`src/rtl/pixel_stream_writer_pkg.sv`:
```
// Shared constants for the pixel stream writer: FSM encoding, default frame
// geometry and the sizing helpers for the unpacking bit buffer.
package pixel_stream_writer_pkg;

  localparam logic [1:0] ST_IDLE = 2'd0;
  localparam logic [1:0] ST_RUN  = 2'd1;
  localparam logic [1:0] ST_DONE = 2'd2;

  localparam int DEF_H_PIXELS     = 160;
  localparam int DEF_V_PIXELS     = 120;
  localparam int DEF_FRAME_PIXELS = DEF_H_PIXELS * DEF_V_PIXELS;
  localparam int DEF_PIX_W        = 3;
  localparam int DEF_WORD_W       = 16;
  localparam int DEF_ADDR_W       = 15;

  // Worst case: PIX_W-1 residual bits plus a freshly accepted word.
  function automatic int buf_width(input int word_w, input int pix_w);
    return word_w + pix_w - 1;
  endfunction

  function automatic int count_width(input int buf_w);
    return $clog2(buf_w + 1);
  endfunction

endpackage

```
`src/rtl/pixel_stream_writer_bit_unpacker.sv`:
```
// Bit buffer that absorbs packed words and releases PIX_W-bit pixels,
// carrying residual bits across word boundaries in either bit order.
module pixel_stream_writer_bit_unpacker
  import pixel_stream_writer_pkg::*;
#(
  parameter int WORD_W    = DEF_WORD_W,
  parameter int PIX_W     = DEF_PIX_W,
  parameter bit MSB_FIRST = 1'b0
) (
  input  logic              clock,
  input  logic              reset,
  input  logic              clear,
  input  logic              run_en,
  input  logic              word_valid,
  output logic              word_ready,
  input  logic [WORD_W-1:0] word_data,
  output logic              extract,
  output logic [PIX_W-1:0]  pix_data
);

  localparam int BUF_W = buf_width(WORD_W, PIX_W);
  localparam int CNT_W = count_width(BUF_W);

  logic [BUF_W-1:0] bits_q, bits_d;
  logic [CNT_W-1:0] count_q, count_d;
  logic [BUF_W-1:0] word_ext;
  logic [BUF_W-1:0] word_placed;
  logic [BUF_W-1:0] bits_shifted;
  logic             accept;

  assign word_ready = run_en && (count_q < CNT_W'(PIX_W));
  assign extract    = run_en && (count_q >= CNT_W'(PIX_W));
  assign accept     = word_valid && word_ready;
  assign word_ext   = BUF_W'(word_data);

  // Valid bits sit at the low end (LSB-first) or the high end (MSB-first).
  generate
    if (MSB_FIRST) begin : g_msb_first
      assign pix_data     = bits_q[BUF_W-1 -: PIX_W];
      assign word_placed  = (word_ext << (BUF_W - WORD_W)) >> count_q;
      assign bits_shifted = bits_q << PIX_W;
    end else begin : g_lsb_first
      assign pix_data     = bits_q[PIX_W-1:0];
      assign word_placed  = word_ext << count_q;
      assign bits_shifted = bits_q >> PIX_W;
    end
  endgenerate

  always_comb begin
    bits_d  = bits_q;
    count_d = count_q;
    if (clear) begin
      bits_d  = '0;
      count_d = '0;
    end else if (accept) begin
      bits_d  = bits_q | word_placed;
      count_d = count_q + CNT_W'(WORD_W);
    end else if (extract) begin
      bits_d  = bits_shifted;
      count_d = count_q - CNT_W'(PIX_W);
    end
  end

  always_ff @(posedge clock or posedge reset) begin
    if (reset) begin
      bits_q  <= '0;
      count_q <= '0;
    end else begin
      bits_q  <= bits_d;
      count_q <= count_d;
    end
  end

endmodule

```
`src/rtl/pixel_stream_writer.sv`:
```
// Unpacks a stream of packed words into pixels and writes them sequentially
// into the VGA frame buffer, flagging completion after the last pixel.
module pixel_stream_writer
  import pixel_stream_writer_pkg::*;
#(
  parameter int WORD_W       = DEF_WORD_W,
  parameter int PIX_W        = DEF_PIX_W,
  parameter int FRAME_PIXELS = DEF_FRAME_PIXELS,
  parameter int ADDR_W       = DEF_ADDR_W,
  parameter bit MSB_FIRST    = 1'b0
) (
  input  logic              clock,
  input  logic              reset,
  input  logic              enable,
  input  logic              frame_start,
  input  logic              word_valid,
  output logic              word_ready,
  input  logic [WORD_W-1:0] word_data,
  output logic              write_enable,
  output logic [ADDR_W-1:0] address,
  output logic [PIX_W-1:0]  pixel,
  output logic              frame_done
);

  localparam logic [ADDR_W-1:0] LAST_INDEX = ADDR_W'(FRAME_PIXELS - 1);

  logic [1:0]        state_q, state_d;
  logic [ADDR_W-1:0] index_q, index_d;
  logic [ADDR_W-1:0] address_q, address_d;
  logic [PIX_W-1:0]  pixel_q, pixel_d;
  logic              write_enable_q, write_enable_d;
  logic              frame_done_q, frame_done_d;
  logic              run_en;
  logic              extract;
  logic [PIX_W-1:0]  pix_data;

  assign run_en = (state_q == ST_RUN) && enable;

  pixel_stream_writer_bit_unpacker #(
    .WORD_W    (WORD_W),
    .PIX_W     (PIX_W),
    .MSB_FIRST (MSB_FIRST)
  ) u_unpacker (
    .clock      (clock),
    .reset      (reset),
    .clear      (frame_start),
    .run_en     (run_en),
    .word_valid (word_valid),
    .word_ready (word_ready),
    .word_data  (word_data),
    .extract    (extract),
    .pix_data   (pix_data)
  );

  always_comb begin
    state_d        = state_q;
    index_d        = index_q;
    address_d      = address_q;
    pixel_d        = pixel_q;
    write_enable_d = 1'b0;
    frame_done_d   = frame_done_q;
    if (frame_start) begin
      state_d      = ST_RUN;
      index_d      = '0;
      frame_done_d = 1'b0;
    end else begin
      // frame_done trails the DONE transition by one edge.
      if (state_q == ST_DONE) begin
        frame_done_d = 1'b1;
      end
      if (extract) begin
        write_enable_d = 1'b1;
        address_d      = index_q;
        pixel_d        = pix_data;
        if (index_q == LAST_INDEX) begin
          state_d = ST_DONE;
        end else begin
          index_d = index_q + ADDR_W'(1);
        end
      end
    end
  end

  always_ff @(posedge clock or posedge reset) begin
    if (reset) begin
      state_q        <= ST_IDLE;
      index_q        <= '0;
      address_q      <= '0;
      pixel_q        <= '0;
      write_enable_q <= 1'b0;
      frame_done_q   <= 1'b0;
    end else begin
      state_q        <= state_d;
      index_q        <= index_d;
      address_q      <= address_d;
      pixel_q        <= pixel_d;
      write_enable_q <= write_enable_d;
      frame_done_q   <= frame_done_d;
    end
  end

  assign write_enable = write_enable_q;
  assign address      = address_q;
  assign pixel        = pixel_q;
  assign frame_done   = frame_done_q;

endmodule

```
`config.mk`:
```
export PLATFORM = sky130hd
export DESIGN_NAME = pixel_stream_writer
export DESIGN_NICKNAME = d
export VERILOG_FILES = /design/src/rtl/pixel_stream_writer_pkg.sv /design/src/rtl/pixel_stream_writer_bit_unpacker.sv /design/src/rtl/pixel_stream_writer.sv
export SDC_FILE = /design/constraint.sdc
export NUM_CORES = 1
export LEC_CHECK = 0
export CAP_MARGIN = 10
export CORE_ASPECT_RATIO = 0.5
export CORE_MARGIN = 5
export CORE_UTILIZATION = 48
export DETAILED_ROUTE_END_ITERATION = 16
export GPL_ROUTABILITY_DRIVEN = 0
export PLACE_DENSITY = 0.77
export REMOVE_ABC_BUFFERS = 1
export SLEW_MARGIN = 5
export SYNTH_ARGS = -nofsm -noshare
export SYNTH_HDL_FRONTEND = slang
export SYNTH_SLANG_ARGS = --single-unit
```
`constraint.sdc`:
```
create_clock -name clock -period 3.83 [get_ports clock]
set_input_delay 1.149 -clock clock [delete_from_list [all_inputs] [get_ports clock]]
set_output_delay 1.149 -clock clock [all_outputs]
set_load 0.05 [all_outputs]
```
==> results of run 1 <==
kinds of logic (layout without fill, tap and decap cells):
family                     Yosys count  count (layout)
AOI/OAI and AO/OA                   68              68
buffers and inverters               28              70
adders and majority gates            2               2
and+or+nand+nor                     98              98
xor gates and xnor gates            12              12
DFF                                 60              60
muxes                               51              51
state kept, by name (all words and copies together), names as in the netlist:
signal and cells:
state_q 2, write_enable 1, u_unpacker.count_q 5, frame_done 1
u_unpacker.bits_q 18, address 15, index_q 15, pixel 3
cells in the final DEF (no fill, tap or decap), types with 6 or more instances in the layout:
master,synthesis,layout
mux2_4,9,9
a211oi_1,9,9
clkbuf_16,0,9
mux4_2,7,7
dfrtp_1,60,60
clkdlybuf4s50_1,0,40
a21oi_1,22,22
mux2_2,15,15
nand2_1,15,15
buf_4,2,6
mux2i_1,20,20
nor3_1,9,9
inv_1,7,6
xnor2_1,9,9
nor2_1,42,42
how the worst max path moves through the flow:
stage,from,to,cells after the start
detailed placement,enable,word_ready,4
finish,enable,word_ready,4
floorplan,enable,word_ready,2
CTS,enable,word_ready,4
global route,enable,word_ready,4
global placement,enable,word_ready,4
routing by layer:
layer / GRT usage (%) / wire [um] / vias up
li1: - / - / 1245
met1: 24.82 / 3622 / 1288
met2: 26.93 / 3457 / 92
met3: 6.077 / 612 / 13
met4: 5.530 / 89 / 0
met5: 0 / 0 / -
worst reg2reg max path, stage by stage (launching register included):
cell     delay (ns)
dfrtp_1        0.35
buf_4          0.32
ha_1           0.42
inv_1          0.18
a211o_1        0.37
a21oi_1        0.19
nand3_1        0.11
mux2_2         0.29
stage by stage:
stage / util, % / hold WS, ns / std cells / power, mW
6_report: 61.79 / 0.5071 / 453 / 2.592
5_1_grt: 61.79 / 0.5261 / 453 / 2.737
4_1_cts: 61.79 / 0.5107 / 453 / 2.601
3_5_place_dp: 57.73 / 0.4964 / 439 / 1.850
3_3_place_gp: 57.73 / 0.4788 / 439 / 1.831
2_1_floorplan: - / 0.4802 / 299 / 1.560
where the power goes:
group          switching [mW]  internal (mW)  total (mW)
Clock                   0.265          0.480       0.744
Sequential              0.114          0.741       0.854
Combinational           0.555          0.438       0.994
Total                   0.934           1.66        2.59
final cells by class:
cell class	count	share of cell area, %
inverter	8	0.7141
clock buffer	12	6.337
multi-input combinational	231	42.73
sequential	60	35.70
tap	92	2.737
timing repair buffer	48	11.54
clock inverter	2	0.2380
==> flow_metrics.py, run 1 <==
metrics = {
    "synth": {
        "synth_top_family_by_area": "multiplexers",
        "yosysUniqueCellTypes": 54,
        "synth_edf_count": 0,
        "synth_fa_ha_area_share_pct": 0.7283,
        "synth_xor_area_share_pct": 3.059,
        "synth.area.top_cells": "dfrtp_1 44%, mux2i_1 5.8%, mux2_2 4.9%",
        "syn-mean-instance-area_sq_um": 10.77,
        "syn_area_sq_um": 3436,
        "synthArstFlopShare_pct": 100.0,
        "yosysTopAreaCell": "dfrtp_1",
        "ys_dominant_reg_cell": "dfrtp_1",
        "synth_most_common_cell": "dfrtp_1",
        "synthSimpleGateAreaFrac_pct": 14.24,
        "yosysWarningCount": 0,
        "synth.area.mux_share_pct": 19.26,
        "synth.top_cells.by_count": "60 x dfrtp_1, 42 x nor2_1, 22 x a21oi_1",
        "synth-seq-area-share_pct": 43.70,
        "netlist.area_leader.share_pct": 43.70,
        "synth-compound-area-share_pct": 15.00,
        "synth_cells": 319,
        "synth_seq_cells": 60,
    },
    "cts": {
        "cts.sinks": 60,
        "ctsHoldBuffers": 0,
        "clk_path_buf_depth": 2,
        "cts_root_buf": "clkbuf_16",
        "worstSkewPairLatency_ns": 0.33,
        "cts_setup_buffers": 0,
        "path_clk_slew_ns": 0.05,
        "htree_num_levels": 3,
        "numCtsBuffers": 9,
        "cts_tree": "built",
        "cts.repair.resized": 0,
    },
    "layout": {
        "fin_area_sq_um": 4205,
        "area_growth_pct": 22.40,
        "antenna_cells": 0,
        "drive_above_1_share_pct": 19.94,
        "multi_input_area_sq_um": 1797,
        "regArea_sq_um": 1501,
        "fin_nets": 381,
        "fill_cells": 529,
    },
    "grt": {
        "overflow": 0,
        "antenna_found_initial": 0,
        "grt_start_max_net_pins": 32,
        "grt_pass1_vias": 2589,
        "grt_pass1_wl_um": 13000,
        "grt_use_total_pct": 18.06,
    },
    "placement": {
        "portBuffers": 41,
        "pre_cts_ws_ns": 0.3900,
        "placed_area_sq_um": 3929,
        "hpwl_um": 5474,
    },
    "floorplanning": {
        "core_sq_um": 6805,
        "die_h_um": 69.83,
        "pin_count": 42,
        "die_width_um": 129.7,
        "start_util_pct": 50.49,
        "die-area_sq_um": 9053,
        "rows": 21,
    },
    "pwr": {
        "p_leak_nw": 1.777,
        "power_density_nw_per_um2": 616.4,
        "vdd_drop_max_mv": 0.2710,
    },
    "routing": {
        "via_per_inst": 5.823,
        "wirelength_um": 7782,
        "first_iter_violations": 146,
        "ant_nets": 0,
        "dr_total_vias": 2638,
        "drc": 0,
        "dr.pass1.iters": 4,
        "wl_per_cell_um": 17.18,
    },
    "setup_path": {
        "cp_slowest_cell": "clkdlybuf4s50_1",
        "slowest_delay_ns": 0.47,
        "reg2regPathDepth": 7,
        "cp.required_ns": 2.68,
        "arrival_ns": 2.29,
        "endpoint_kind": "output port",
        "critPathLaunchType": "input pin",
        "r2r-start": "u_unpacker.count_q[0]",
        "path_cells": "clkdlybuf4s50_1 > nand3b_1 > nor2_1 > buf_12",
        "path_class": "in2out",
        "path_max_fanout": 7,
        "crit_family": "buffers and inverters",
        "critPathBufInv": 2,
        "rrSetupSlack_ns": 1.47,
        "rr_endpoint": "index_q[14]",
    },
    "sta": {
        "relSlewSlack_pct": 56.88,
        "skew_ns": 0.005786,
        "setup_ws_ns": 0.3939,
        "worst_slew_pin_slew_ns": 0.6459,
        "period_needed_ns": 3.436,
        "final.period_utilization_pct": 89.72,
        "max_freq_ghz": 0.2910,
        "slew_violations": 0,
        "finalHoldViolations": 0,
        "fin_setup_tns_ns": 0,
        "setup_viol": 0,
        "grt_setup_unrepaired": "false",
    },
    "hold_path": {
        "hold_class": "reg2reg",
        "min_path_cells": 1,
        "holdCritStartpoint": "address[13]",
        "min_to": "address[13]",
    },
    "job": {
        "drv_cap": 0,
    },
    "run_status": {
        "status": "completed",
    },
}
(Power assumes the default switching activity.)
==> run 2: changes to the inputs <==
Settings changed: ABC_AREA from default to 0, CTS_CLUSTER_SIZE from default to 8, TNS_END_PERCENT from default to 100.
==> results of run 2 <==
Final layout, timing and power as in run 1 (identical DEF).
